## src/rtl/fetch_pkg.sv

```systemverilog
// Shared types and constants for the instruction fetch stage and its decoder-facing word format.
package fetch_pkg;

    localparam int INST_W = 32;

    // All-zero word decodes as a no-write NOP; fetch treats it as end of program.
    localparam logic [INST_W-1:0] HALT_WORD = 32'h0;

    typedef enum logic [1:0] {
        IDLE,
        RUN,
        HALT
    } state_e;

    // Decoder field layout, MSB first.
    typedef struct packed {
        logic       mux_sel;     // [31]
        logic [5:0] rs;          // [30:25]
        logic [5:0] rd;          // [24:19]
        logic [3:0] alu_op_sel;  // [18:15]
        logic [5:0] rt;          // [14:9]
        logic [8:0] imm;         // [8:0]
    } inst_fields_t;

    function automatic logic is_halt_word(input logic [INST_W-1:0] word);
        return word == HALT_WORD;
    endfunction

endpackage

```

## src/rtl/inst_fetch_if.sv

```systemverilog
// Fetch-stage bus: instruction memory read port plus the decoder valid/ready handshake.
interface inst_fetch_if #(
    parameter int PC_W = 8
) ();
    import fetch_pkg::*;

    logic              imem_rd_en;
    logic [PC_W-1:0]   imem_addr;
    logic [INST_W-1:0] imem_data;
    logic [INST_W-1:0] inst;
    logic [PC_W-1:0]   inst_pc;
    logic              inst_valid;
    logic              inst_ready;

    modport master (
        output imem_rd_en,
        output imem_addr,
        input  imem_data,
        output inst,
        output inst_pc,
        output inst_valid,
        input  inst_ready
    );

    modport slave (
        input  imem_rd_en,
        input  imem_addr,
        output imem_data,
        input  inst,
        input  inst_pc,
        input  inst_valid,
        output inst_ready
    );

endinterface

```

## src/rtl/fetch_fifo.sv

```systemverilog
// Two-entry FIFO of {instruction, pc}; push and pop may coincide at any occupancy.
module fetch_fifo
    import fetch_pkg::*;
#(
    parameter int PC_W = 8
) (
    input  logic              clk,
    input  logic              rst_n,
    input  logic              push,
    input  logic [INST_W-1:0] push_inst,
    input  logic [PC_W-1:0]   push_pc,
    input  logic              pop,
    output logic [1:0]        count,
    output logic [INST_W-1:0] head_inst,
    output logic [PC_W-1:0]   head_pc
);

    localparam int ENTRY_W = INST_W + PC_W;

    logic [ENTRY_W-1:0] entry_q [2];
    logic [1:0]         entry_we;
    logic               wr_ptr_q, wr_ptr_d;
    logic               rd_ptr_q, rd_ptr_d;
    logic [1:0]         count_q, count_d;

    always_comb begin
        wr_ptr_d = wr_ptr_q ^ push;
        rd_ptr_d = rd_ptr_q ^ pop;
        count_d  = count_q + 2'(push) - 2'(pop);
    end

    // Payload storage needs no reset; the top gates the head with occupancy.
    for (genvar gi = 0; gi < 2; gi++) begin : g_entry
        assign entry_we[gi] = push && (wr_ptr_q == 1'(gi));

        always_ff @(posedge clk) begin
            if (entry_we[gi]) begin
                entry_q[gi] <= {push_inst, push_pc};
            end
        end
    end

    always_ff @(posedge clk) begin
        if (!rst_n) begin
            wr_ptr_q <= 1'b0;
            rd_ptr_q <= 1'b0;
            count_q  <= 2'd0;
        end else begin
            wr_ptr_q <= wr_ptr_d;
            rd_ptr_q <= rd_ptr_d;
            count_q  <= count_d;
        end
    end

    assign count     = count_q;
    assign head_inst = entry_q[rd_ptr_q][ENTRY_W-1:PC_W];
    assign head_pc   = entry_q[rd_ptr_q][PC_W-1:0];

endmodule

```

## src/rtl/inst_fetch.sv

```systemverilog
// Instruction fetch: PC, memory read issue, return capture into a 2-entry queue, HALT detection.
module inst_fetch
    import fetch_pkg::*;
#(
    parameter int PC_W     = 8,
    parameter int RESET_PC = 0
) (
    input  logic            clk,
    input  logic            rst_n,
    input  logic            start,
    output logic            halted,
    inst_fetch_if.master    bus
);

    localparam logic [PC_W-1:0] RESET_ADDR = PC_W'(RESET_PC);
    localparam logic [PC_W-1:0] LAST_ADDR  = '1;

    state_e          state_q, state_d;
    logic [PC_W-1:0] pc_q, pc_d;
    logic            stop_q, stop_d;
    logic            inflight_q, inflight_d;
    logic [PC_W-1:0] inflight_pc_q, inflight_pc_d;

    logic              issue;
    logic              push;
    logic              pop;
    logic              valid;
    logic [1:0]        fifo_count;
    logic [INST_W-1:0] head_inst;
    logic [PC_W-1:0]   head_pc;

    assign valid = (fifo_count != 2'd0);
    assign pop   = valid && bus.inst_ready;

    always_comb begin
        state_d       = state_q;
        pc_d          = pc_q;
        stop_d        = stop_q;
        inflight_d    = 1'b0;
        inflight_pc_d = inflight_pc_q;
        issue         = 1'b0;
        push          = 1'b0;

        case (state_q)
            IDLE: begin
                if (start) begin
                    state_d = RUN;
                    pc_d    = RESET_ADDR;
                    stop_d  = 1'b0;
                end
            end

            RUN: begin
                // Queued plus in-flight words never exceed the two queue slots.
                issue = !stop_q &&
                        (({1'b0, fifo_count} + {2'b0, inflight_q}) < (3'd2 + {2'b0, pop}));
                if (issue) begin
                    inflight_d    = 1'b1;
                    inflight_pc_d = pc_q;
                    if (pc_q == LAST_ADDR) begin
                        stop_d = 1'b1;
                    end else begin
                        pc_d = pc_q + 1'b1;
                    end
                end

                if (inflight_q) begin
                    if (is_halt_word(bus.imem_data)) begin
                        state_d = HALT;
                        stop_d  = 1'b1;
                    end else begin
                        push = 1'b1;
                        if (inflight_pc_q == LAST_ADDR) begin
                            state_d = HALT;
                        end
                    end
                end
            end

            HALT: begin
                // Returns arriving here were issued after the stop point and are dropped.
                if (start && fifo_count == 2'd0) begin
                    state_d = RUN;
                    pc_d    = RESET_ADDR;
                    stop_d  = 1'b0;
                end
            end

            default: state_d = IDLE;
        endcase
    end

    always_ff @(posedge clk) begin
        if (!rst_n) begin
            state_q       <= IDLE;
            pc_q          <= RESET_ADDR;
            stop_q        <= 1'b0;
            inflight_q    <= 1'b0;
            inflight_pc_q <= '0;
        end else begin
            state_q       <= state_d;
            pc_q          <= pc_d;
            stop_q        <= stop_d;
            inflight_q    <= inflight_d;
            inflight_pc_q <= inflight_pc_d;
        end
    end

    fetch_fifo #(
        .PC_W (PC_W)
    ) u_fifo (
        .clk       (clk),
        .rst_n     (rst_n),
        .push      (push),
        .push_inst (bus.imem_data),
        .push_pc   (inflight_pc_q),
        .pop       (pop),
        .count     (fifo_count),
        .head_inst (head_inst),
        .head_pc   (head_pc)
    );

    assign bus.imem_rd_en = issue;
    assign bus.imem_addr  = pc_q;
    assign bus.inst_valid = valid;
    assign bus.inst       = valid ? head_inst : '0;
    assign bus.inst_pc    = valid ? head_pc : '0;
    assign halted         = (state_q == HALT) && (fifo_count == 2'd0);

endmodule
```

## src/flat_wrapper.sv

```systemverilog
// flat-port wrapper written by rule: the top's interface ports become plain ports
module inst_fetch_flat import fetch_pkg::*;
#(
    parameter int PC_W     = 8,
    parameter int RESET_PC = 0
)
  (clk, rst_n, start, halted, bus_imem_rd_en, bus_imem_addr, bus_imem_data, bus_inst, bus_inst_pc, bus_inst_valid, bus_inst_ready);
  inst_fetch_if #(.PC_W(PC_W)) bus_i ();
  input  logic clk;
  input  logic rst_n;
  input  logic start;
  output logic halted;
  output wire logic [$bits(bus_i.imem_rd_en)-1:0] bus_imem_rd_en;
  output wire logic [$bits(bus_i.imem_addr)-1:0] bus_imem_addr;
  input wire logic [$bits(bus_i.imem_data)-1:0] bus_imem_data;
  output wire logic [$bits(bus_i.inst)-1:0] bus_inst;
  output wire logic [$bits(bus_i.inst_pc)-1:0] bus_inst_pc;
  output wire logic [$bits(bus_i.inst_valid)-1:0] bus_inst_valid;
  input wire logic [$bits(bus_i.inst_ready)-1:0] bus_inst_ready;
  assign bus_imem_rd_en = bus_i.imem_rd_en;
  assign bus_imem_addr = bus_i.imem_addr;
  assign bus_i.imem_data = bus_imem_data;
  assign bus_inst = bus_i.inst;
  assign bus_inst_pc = bus_i.inst_pc;
  assign bus_inst_valid = bus_i.inst_valid;
  assign bus_i.inst_ready = bus_inst_ready;
  inst_fetch #(.PC_W(PC_W), .RESET_PC(RESET_PC)) u_core (.clk(clk), .rst_n(rst_n), .start(start), .halted(halted), .bus(bus_i));
endmodule
```

## config.mk

```make
export PLATFORM = sky130hd
export DESIGN_NAME = inst_fetch_flat
export DESIGN_NICKNAME = d
export VERILOG_FILES = /design/src/rtl/fetch_pkg.sv /design/src/rtl/inst_fetch_if.sv /design/src/rtl/fetch_fifo.sv /design/src/rtl/inst_fetch.sv /design/src/flat_wrapper.sv
export SDC_FILE = /design/constraint.sdc
export NUM_CORES = 1
export LEC_CHECK = 0
export ABC_AREA = 1
export CAP_MARGIN = 30
export CORE_ASPECT_RATIO = 0.8
export CORE_MARGIN = 2
export CORE_UTILIZATION = 40
export CTS_BUF_LIST = sky130_fd_sc_hd__clkbuf_4
export CTS_CLUSTER_DIAMETER = 60
export DETAILED_ROUTE_END_ITERATION = 16
export HOLD_SLACK_MARGIN = 0.05
export PLACE_DENSITY = 0.74
export SYNTH_ARGS = -nofsm -noshare
export SYNTH_HDL_FRONTEND = slang
export SYNTH_SLANG_ARGS = --single-unit
```

## constraint.sdc

```tcl
create_clock -name clk -period 2.88 [get_ports clk]
set_input_delay 0.432 -clock clk [delete_from_list [all_inputs] [get_ports clk]]
set_output_delay 0.432 -clock clk [all_outputs]
set_load 0.01 [all_outputs]
```

# Word-level counts from Yosys, hierarchy flattened

Memories as Yosys holds them, arrays and structs flattened. A register that Yosys moved wholly into a read port is not among the register bits.
Cells that the tools add are included.

Add/subtract/negate cells: 5
Multiply operators: 0
Divide/modulo/power cells: 0
Magnitude comparators: 1
Equal/unequal tests: 10
Shift-type cells: 0
Multiplexer cells: 33
Bitwise logic cells: 3
Reductions and logical operators: 18

Operator list:

| operator            | number |
|---|---|
| $mux 40             | 1 |
| $mux 8              | 5 |
| $reduce_or 40->1    | 1 |
| $logic_not 32->1    | 1 |
| $mux 32             | 1 |
| $pmux 8 s3          | 1 |
| $mux 1              | 18 |
| $eq 8x8->1 const B  | 2 |
| $mux 2              | 5 |
| $add 8x1->8 const B | 1 |
| $logic_and 1x1->1   | 6 |
| $ne 2x1->1 const B  | 3 |
| $pmux 2 s3          | 1 |
| $reduce_and 5->1    | 1 |
| $logic_not 2->1     | 2 |
| $ne 2x2->1 const B  | 2 |
| $reduce_and 2->1    | 2 |
| $reduce_and 4->1    | 1 |
| $add 2x1->3         | 1 |
| $add 2x1->3 const A | 1 |
| $lt 3x3->1          | 1 |
| $ne 3x1->1 const B  | 1 |
| $pmux 1 s3          | 1 |
| $reduce_and 3->1    | 1 |
| 9 further kinds     | 10 |

Flip-flop bits (word level): 24
Bits in latches: 0
Bits in writable memories: 80
ROM bits: 0
Input bits: 36
Output and inout port bits: 51
Logic and storage cells: 79
Memories kept: 1

Memories:

| memory                | words | width | read ports | clocked after Yosys merged registers in | write ports | line             | text |
|---|---|---|---|---|---|---|---|
| u_core.u_fifo.entry_q | 2     | 40    | 1          | 1                                       | 1           | fetch_fifo.sv:20 | `logic [ENTRY_W-1:0] entry_q [2];` |

# Depth between registers and ports, before layout

Gate-level depths: netlist of run 1.

Word-level depth: 9
Mapped depth: 13
Mapped depth without buffers: 13

# Modules after synthesis

From an unflattened synthesis of run 1, not the netlist that was laid out.

Cell total of the unflattened synthesis: 425
Area, all modules: 4650.7 um2

Modules (own cells, without submodules):

| module     | times used | cells each | area an instance (um2) | seq. area each (um2) |
|---|---|---|---|---|
| fetch_fifo | 1          | 151        | 3123.0                 | 2502.4 |
| inst_fetch | 1          | 274        | 1527.7                 | 400.4 |

# Worst setup path before layout of run 1

No wires, ideal clock.

Path type: input port to flip-flop
Start: input bus_imem_data[1]
End: memory u_core.u_fifo.entry_q[1][0] (netlist bit) (enable)
Setup time: 0.401 ns
Arrival: 1.974 ns
Data required time: 2.479 ns
Path slack: 0.505 ns
Cell stages on the path: 7
Path buffers: 0
Cells stage by stage: nor2_1 > nand2_1 > nor2_1 > nand2_1 > nor2_1 > nor3_1 > ha_1

Word-level cells in the longest chain between the ends: 9
Elaborated cells between the ends (all ways): 13
Classes of those cells: mux: 9; reduce/logical: 4

Ends and longest elaborated chain:

| what                                | line               | text |
|---|---|---|
| from (decl)                         | flat_wrapper.sv:15 | `input wire logic [$bits(bus_i.imem_data)-1:0] bus_imem_data;` |
| $logic_not 32->1 (*)                | fetch_pkg.sv:26    | `return word == HALT_WORD;` |
| $mux 1 (*)                          | inst_fetch.sv:68   | `if (is_halt_word(bus.imem_data)) begin` |
| $mux 1 (*)                          | inst_fetch.sv:67   | `if (inflight_q) begin` |
| $mux 1 (*)                          | inst_fetch.sv:44   | `case (state_q)` |
| $logic_and 1x1->1 (*)               | fetch_fifo.sv:34   | `assign entry_we[gi] = push && (wr_ptr_q == 1'(gi));` |
| named net u_core.u_fifo.entry_we[1] | fetch_fifo.sv:21   | `logic [1:0] entry_we;` |
| $mux 1 (*)                          | fetch_fifo.sv:37   | `if (entry_we[gi]) begin` |
| $mux 1 (implied by the code) (*)    | fetch_fifo.sv:38   | `entry_q[gi] <= {push_inst, push_pc};` |
| $reduce_or 40->1 (no source line)   | -                  |  |
| $mux 1 (no source line)             | -                  |  |
| to (decl)                           | fetch_fifo.sv:20   |  |

Mark *: on every way through the listed nets, which the timed path passes. The rest lies on a longest branch.

# Final worst setup path of run 1

Start: register u_core.u_fifo.count_q[0] (netlist: u_core.u_fifo.count[0])
End: output bus_imem_rd_en

Word-level cells in the longest chain between the ends: 6
Elaborated cells between the ends (all ways): 7
Classes of those cells: add/sub: 2; order compare: 1; mux: 1; reduce/logical: 3

Ends and longest elaborated chain:

| what                   | line               | text |
|---|---|---|
| from (decl)            | fetch_fifo.sv:24   | `logic [1:0] count_q, count_d;` |
| from (signal assigned) | fetch_fifo.sv:51   | `count_q <= count_d;` |
| $reduce_bool 2->1      | inst_fetch.sv:32   | `assign valid = (fifo_count != 2'd0);` |
| $logic_and 1x1->1      | inst_fetch.sv:33   | `assign pop = valid && bus.inst_ready;` |
| $add 2x1->3            | inst_fetch.sv:56   | `(({1'b0, fifo_count} + {2'b0, inflight_q}) < (3'd2 + {2'b0, pop}));` |
| $lt 3x3->1 (*)         | inst_fetch.sv:56   |  |
| $logic_and 1x1->1 (*)  | inst_fetch.sv:55   | `issue = !stop_q &&` |
| $mux 1 (*)             | inst_fetch.sv:44   |  |
| to (decl)              | flat_wrapper.sv:13 | `output wire logic [$bits(bus_i.imem_rd_en)-1:0] bus_imem_rd_en;` |

Every way passes the cells marked *; elsewhere a longest branch is shown, timed or not.

==> results.sh, run 1 <==
export IMPL_status="complete, no violations"
export IMPL_synth_xor_area_frac=0.0120
export IMPL_fmax_mhz=370
export IMPL_synthAdderAreaFrac=0.0201
export IMPL_drt_wl_total_mm=9.74
export IMPL_synth_top_area_cell="edfxtp_1"
export IMPL_grt_max_degree=41
export IMPL_p_total_w=0.00466
export IMPL_yosys_area_share_simple=0.182
export IMPL_finalSetupTns_ns=0
export IMPL_synth_top_area_share=0.550
export IMPL_clockBufferDepth=2
export IMPL_dieArea_sq_mm=0.0118
export IMPL_worst_setup_path_end_kind="output port"
export IMPL_worst_path_max_fanout=13
export IMPL_cts_htree_levels=3
export IMPL_cp_cell_sequence="ha_1, ha_1, nor3_4, nand2_4, clkinv_2, clkdlybuf4s50_1"
export IMPL_core_area_sq_mm=0.0108
export IMPL_grt_antenna_before_repair=0
export IMPL_arrival_ns=2.27
export IMPL_hold_path_class="flip-flop to flip-flop"
export IMPL_setup_violations=0
export IMPL_grt_pass1_vias=3097
export IMPL_io_buffers=86
export IMPL_drt_iter0_drc=177
export IMPL_synth_compound_area_frac=0.0859
export IMPL_cp_start_kind="flip-flop"
export IMPL_yosysUniqueCellTypes=28
export IMPL_dr_pass1_iters=4
export IMPL_cp_slowest_cell="clkdlybuf4s50_1"
export IMPL_postSynthCellCount=404
export IMPL_postSynthRegisterBits=105
export IMPL_final_common_cell="nand2_1"
export IMPL_rsz0062_at_grt="false"
export IMPL_period_minus_slack_ns=2.70
export IMPL_path_class="flip-flop to output port"
export IMPL_areaGrowthSynthToFinish_pct=29.3
export IMPL_syn_cell_area_sq_mm=0.00437
export IMPL_synth_edf_count=80
export IMPL_period_share=0.938
export IMPL_routedWlPerCell_um=15.1
export IMPL_die_y_um=97.5
export IMPL_synth_async_reset_ratio=0
export IMPL_cts_num_sinks=105
export IMPL_seq_area_frac_synth=0.665
export IMPL_synthMuxAreaShare=0
export IMPL_cap_violations=0
export IMPL_clk_pin_slew_ns=0.15
export IMPL_yosys_warnings=0
export IMPL_hold_violations=0
export IMPL_final_max_slew_violation_count=0
export IMPL_viasPerCell=4.89
export IMPL_peakVddDrop_mv=0.409
export IMPL_cts_root_buf="clkbuf_4"
export IMPL_cts_tree="done"
export IMPL_skew_ns=0.0186
export IMPL_nets=538
export IMPL_synth_area_leaders="edfxtp_1 55%, dfxtp_1 11%, nand2_1 9.4%, a21oi_1 6.1%, nor2_1 3.8%"
export IMPL_antennaDiodeCount=0
export IMPL_cp_common_cell="ha_1"
export IMPL_worst_pin_slew_ns=0.453
export IMPL_synth_nets=447
export IMPL_cts_resized=0
export IMPL_grt_remaining_overflow=0
export IMPL_synth_area_per_cell_sq_um=10.8
export IMPL_critPathRequiredTime_ns=2.45
export IMPL_io_pins=87
export IMPL_hold_buffers=0
export IMPL_synth_top_family_by_area="simple AND/OR/NAND/NOR gates"
export IMPL_num_rows=34
export IMPL_grt_pass1_wl_mm=15.7
export IMPL_insertion_delay_ns=0.46
export IMPL_final_cell_mix="109 x nand2_1, 86 x clkdlybuf4s50_1, 80 x edfxtp_1, 53 x a21oi_1, 44 x nor2_1"
export IMPL_grt_use_total=0.172
export IMPL_slew_headroom=0.698
export IMPL_p_leak_nw=2.04
export IMPL_die_x_um=121
export IMPL_via_count=3148
export IMPL_cts_setup_buffers=0
export IMPL_worst_path_largest_cell_delay_ns=0.56
export IMPL_gp_congestion=0.856
export IMPL_drive_above_1_share=0.0880
export IMPL_cts_buffers=9
export IMPL_ant_nets=0
export IMPL_dp_hpwl_mm=6.64
export IMPL_power_density_mw_per_mm2=824
export IMPL_route_detailed_drc=0
export IMPL_ys_flop_type="edfxtp_1"
export IMPL_initial_core_util=0.406
-- through the flow --
stage               hold slack [ns]   util  setup slack (ns)  std cells  area [sq um]
floorplan                     0.442      -             0.505        404          4370
global placement              0.467  0.505             0.261        628          5440
detailed placement            0.474  0.505             0.152        628          5440
CTS                           0.510  0.525            0.0741        644          5650
global route                  0.515  0.525            0.0270        644          5650
finish                        0.505  0.525             0.177        644          5650
-- cell usage after synthesis, types with 2 or more instances --
cell type  number
nand2_1       109
edfxtp_1       80
a21oi_1        53
nor2_1         44
dfxtp_1        25
inv_1          17
clkbuf_1       14
nand3_1        14
o21ai_0        10
ha_1            7
nand2_4         6
xor2_1          6
nor3_1          3
inv_2           2
-- worst paths after layout --
| path | startpoint | endpoint | slack (ns) | cells past startpoint |
|---|---|---|---|---|
| max | u_core.u_fifo.count[0]$_SDFF_PN0_ | bus_imem_rd_en | 0.18 | 6 |
| min | u_core.inflight_pc_q[1]$_SDFFE_PN0P_ | u_core.u_fifo.entry_q[1][1]$_DFFE_PP_ | 0.51 | 0 |
| max reg2reg | u_core.state_q[0]$_SDFFE_PN0P_ | u_core.u_fifo.count[1]$_SDFF_PN0_ | 0.93 | 9 |
| min reg2reg | u_core.inflight_pc_q[1]$_SDFFE_PN0P_ | u_core.u_fifo.entry_q[1][1]$_DFFE_PP_ | 0.51 | 0 |
-- critical path, delay by kind of cell (launching register included) --
kind          cells  cell delay [ns]
fa+ha+maj         2             0.41
simple gates      2             0.34
flops             1             0.36
buf+inv           2             0.72
-- per-layer routing --
metal / vias up / track usage / routed length, um
li1: 1558 / - / -
met1: 1492 / 0.225 / 4420
met2: 89 / 0.282 / 4700
met3: 9 / 0.0540 / 539
met4: 0 / 0.0349 / 74
met5: - / 0 / 0
-- sequential cells by signal, indices dropped and copies added, names as in the netlist, named ones only --
| name | count |
|---|---|
| u_core.u_fifo.entry_q | 80 |
| u_core.bus.imem_addr | 8 |
| u_core.inflight_pc_q | 8 |
| u_core.state_q | 2 |
| u_core.u_fifo.count | 2 |
| u_core.inflight_q | 1 |
| u_core.stop_q | 1 |
| u_core.u_fifo.rd_ptr_q | 1 |
| u_core.u_fifo.wr_ptr_q | 1 |
-- area by class of cell --
class	count	area, sq um
Timing Repair Buffer	96	961
Inverter	20	76.3
Sequential cell	105	2900
Tap cell	144	180
Clock buffer	9	67.6
Fill cell	934	5120
Clock inverter	7	143
Multi-Input combinational cell	263	1320
-- kinds of logic after synthesis --
| group | Yosys count |
|---|---|
| flops | 105 |
| fa+ha+maj | 7 |
| simple gates | 182 |
| buf+inv | 36 |
| compound gates | 68 |
| xor+xnor | 6 |
-- report_power, final --
| group | total (W) | internal [W] | switching [W] |
|---|---|---|---|
| logic | 0.00180 | 0.000795 | 0.00101 |
| clock network | 0.00100 | 0.000528 | 0.000473 |
| registers | 0.00185 | 0.00177 | 0.0000841 |
| total | 0.00466 | 0.00309 | 0.00157 |
Power figures use the tool's default switching activity.
==> run 2: changes to the inputs <==
Settings changed: CORE_ASPECT_RATIO 0.8 to 2, CORE_UTILIZATION 40 to 53, PLACE_DENSITY 0.74 to 0.91, TNS_END_PERCENT set to 5.
==> results.sh, run 2 (same netlist as run 1, synthesis figures left out) <==
export IMPL_route_detailed_drc=0
export IMPL_worst_pin_slew_ns=0.436
export IMPL_areaGrowthSynthToFinish_pct=24.8
export IMPL_peakVddDrop_mv=0.653
export IMPL_grt_max_degree=41
export IMPL_rsz0062_at_grt="false"
export IMPL_path_buf_inv=2
export IMPL_n_fill_cell=599
export IMPL_nets=537
export IMPL_drive_above_1_share=0.0822
export IMPL_min_from="u_core.inflight_pc_q[0]$_SDFFE_PN0P_"
export IMPL_reg2reg_depth=9
export IMPL_io_pins=87
export IMPL_final_core_util=0.686
export IMPL_path_class="flip-flop to output port"
export IMPL_hold_depth=0
export IMPL_cp_depth=6
export IMPL_reg2reg_slack_ns=0.90
export IMPL_cp_slowest_cell="clkdlybuf4s50_1"
export IMPL_hold_path_class="flip-flop to flip-flop"
export IMPL_ant_nets=0
export IMPL_cts_tree="done"
export IMPL_clockBufferDepth=2
export IMPL_grt_pass1_wl_mm=14.5
export IMPL_fmax_mhz=366
export IMPL_power_density_mw_per_mm2=781
export IMPL_setup_violations=0
export IMPL_regToRegStartpoint="u_core.state_q[0]$_SDFFE_PN0P_"
export IMPL_dieArea_sq_mm=0.00903
export IMPL_final_max_slew_violation_count=0
export IMPL_drt_wl_total_mm=9.34
export IMPL_gp_congestion=0.790
export IMPL_period_minus_slack_ns=2.73
export IMPL_skew_ns=0.0207
export IMPL_routedWlPerCell_um=15.7
export IMPL_grt_pass1_vias=3155
export IMPL_via_count=3170
export IMPL_num_rows=46
export IMPL_die_y_um=132
export IMPL_status="complete, no violations"
export IMPL_slew_headroom=0.709
export IMPL_cp_top_family="buffers and inverters"
export IMPL_grt_antenna_before_repair=1
export IMPL_final_cell_mix="109 x nand2_1, 86 x clkdlybuf4s50_1, 80 x edfxtp_1, 53 x a21oi_1, 44 x nor2_1"
export IMPL_cp_cell_sequence="ha_1, ha_1, nor3_4, nand2_4, clkinv_2, clkdlybuf4s50_1"
export IMPL_cp_common_cell="ha_1"
export IMPL_viasPerCell=5.32
export IMPL_insertion_delay_ns=0.45
export IMPL_die_x_um=68.2
export IMPL_finalSetupTns_ns=0
export IMPL_r2r_end="u_core.u_fifo.count[1]$_SDFF_PN0_"
export IMPL_hold_end="u_core.u_fifo.entry_q[0][0]$_DFFE_PP_"
export IMPL_io_buffers=86
export IMPL_clk_pin_slew_ns=0.15
export IMPL_hold_violations=0
export IMPL_cts_setup_buffers=0
export IMPL_worst_setup_path_end_kind="output port"
export IMPL_final_common_cell="nand2_1"
export IMPL_grt_use_total=0.217
export IMPL_arrival_ns=2.30
export IMPL_cts_htree_levels=3
export IMPL_core_area_sq_mm=0.00794
export IMPL_cp_start_kind="flip-flop"
export IMPL_period_share=0.947
export IMPL_dr_pass1_iters=4
export IMPL_critPathRequiredTime_ns=2.45
export IMPL_cts_root_buf="clkbuf_4"
export IMPL_grt_remaining_overflow=0
export IMPL_cap_violations=0
export IMPL_whs_ns=0.485
export IMPL_top_register="u_core.u_fifo.entry_q"
export IMPL_dp_hpwl_mm=6.56
export IMPL_cts_buffers=9
export IMPL_p_leak_nw=1.98
export IMPL_cts_num_sinks=105
export IMPL_largest_register_ffs=80
export IMPL_initial_core_util=0.550
export IMPL_worst_path_largest_cell_delay_ns=0.56
export IMPL_worst_path_max_fanout=13
export IMPL_drt_iter0_drc=254
run 2: changes by cell type in the layout (fill, tap and decap cells not counted), sizes merged:
cell    before  now
clkinv       4    6
buf         10    9
bufinv       4    0
diode        0    1
clkbuf       9   11
run 2: worst max-delay path by stage:
stage / from / slack (ns) / to
floorplan: bus_imem_data[1] / 0.50 / u_core.u_fifo.entry_q[1][0]$_DFFE_PP_
global placement: bus_imem_data[8] / 0.30 / u_core.u_fifo.count[1]$_SDFF_PN0_
detailed placement: bus_imem_data[25] / 0.22 / u_core.u_fifo.count[1]$_SDFF_PN0_
CTS: u_core.u_fifo.count[0]$_SDFF_PN0_ / 0.08 / bus_imem_rd_en
global route: u_core.u_fifo.count[0]$_SDFF_PN0_ / 0.03 / bus_imem_rd_en
finish: u_core.u_fifo.count[0]$_SDFF_PN0_ / 0.15 / bus_imem_rd_en
run 2: layout make-up:
class	count	area, sq um	share of cell area
well taps	96	120	0.0220
inverters	20	76.3	0.0140
clock buffers	11	82.6	0.0151
clock inverters	5	22.5	0.00413
diodes	1	2.50	0.000459
multi-input cells	263	1320	0.241
repair buffers	95	928	0.170
flip-flops and latches	105	2900	0.532
run 2: repair_timing:
action | in CTS | in global routing
hold buffers | 0 | 0
resized for setup | 0 | 0
endpoints found under the setup margin | 0 | 1
run 2: layer usage:
layer,track usage,part of all wire,vias to the layer above
li1,-,-,1553
met1,0.225,0.36,1522
met2,0.394,0.57,82
met3,0.0547,0.047,13
met4,0.0844,0.019,0
met5,0,0,-
run 2: worst reg2reg max path, delay by kind of cell, from the launching register on:
kind                     cells  cell delay (ns)
buffers and inverters        2             0.13
flip-flops                   1             0.46
XOR/XNOR                     1             0.18
adder cells (fa/ha/maj)      2             0.46
AND/OR/NAND/NOR              2             0.47
AO/OA/AOI/OAI                2             0.23
run 2: metrics by stage:
stage,instance area [sq um],setup slack (ns),instances,power (W)
global route,5450,0.0346,596,0.00450
global placement,5340,0.304,579,0.00361
detailed placement,5340,0.218,579,0.00367
CTS,5450,0.0761,595,0.00428
floorplan,4370,0.505,404,0.00283
finish,5450,0.151,596,0.00426
run 2: report_power, final:
group / switching (W) / total [W] / internal (W)
sequential: 0.0000796 / 0.00185 / 0.00177
combinational: 0.00100 / 0.00179 / 0.000785
clock: 0.000439 / 0.000627 / 0.000188
==> run 3: changes to the inputs <==
Settings changed: GPL_ROUTABILITY_DRIVEN set to 0.
==> results of run 3 <==
Final layout, timing and power as in run 2 (identical DEF).
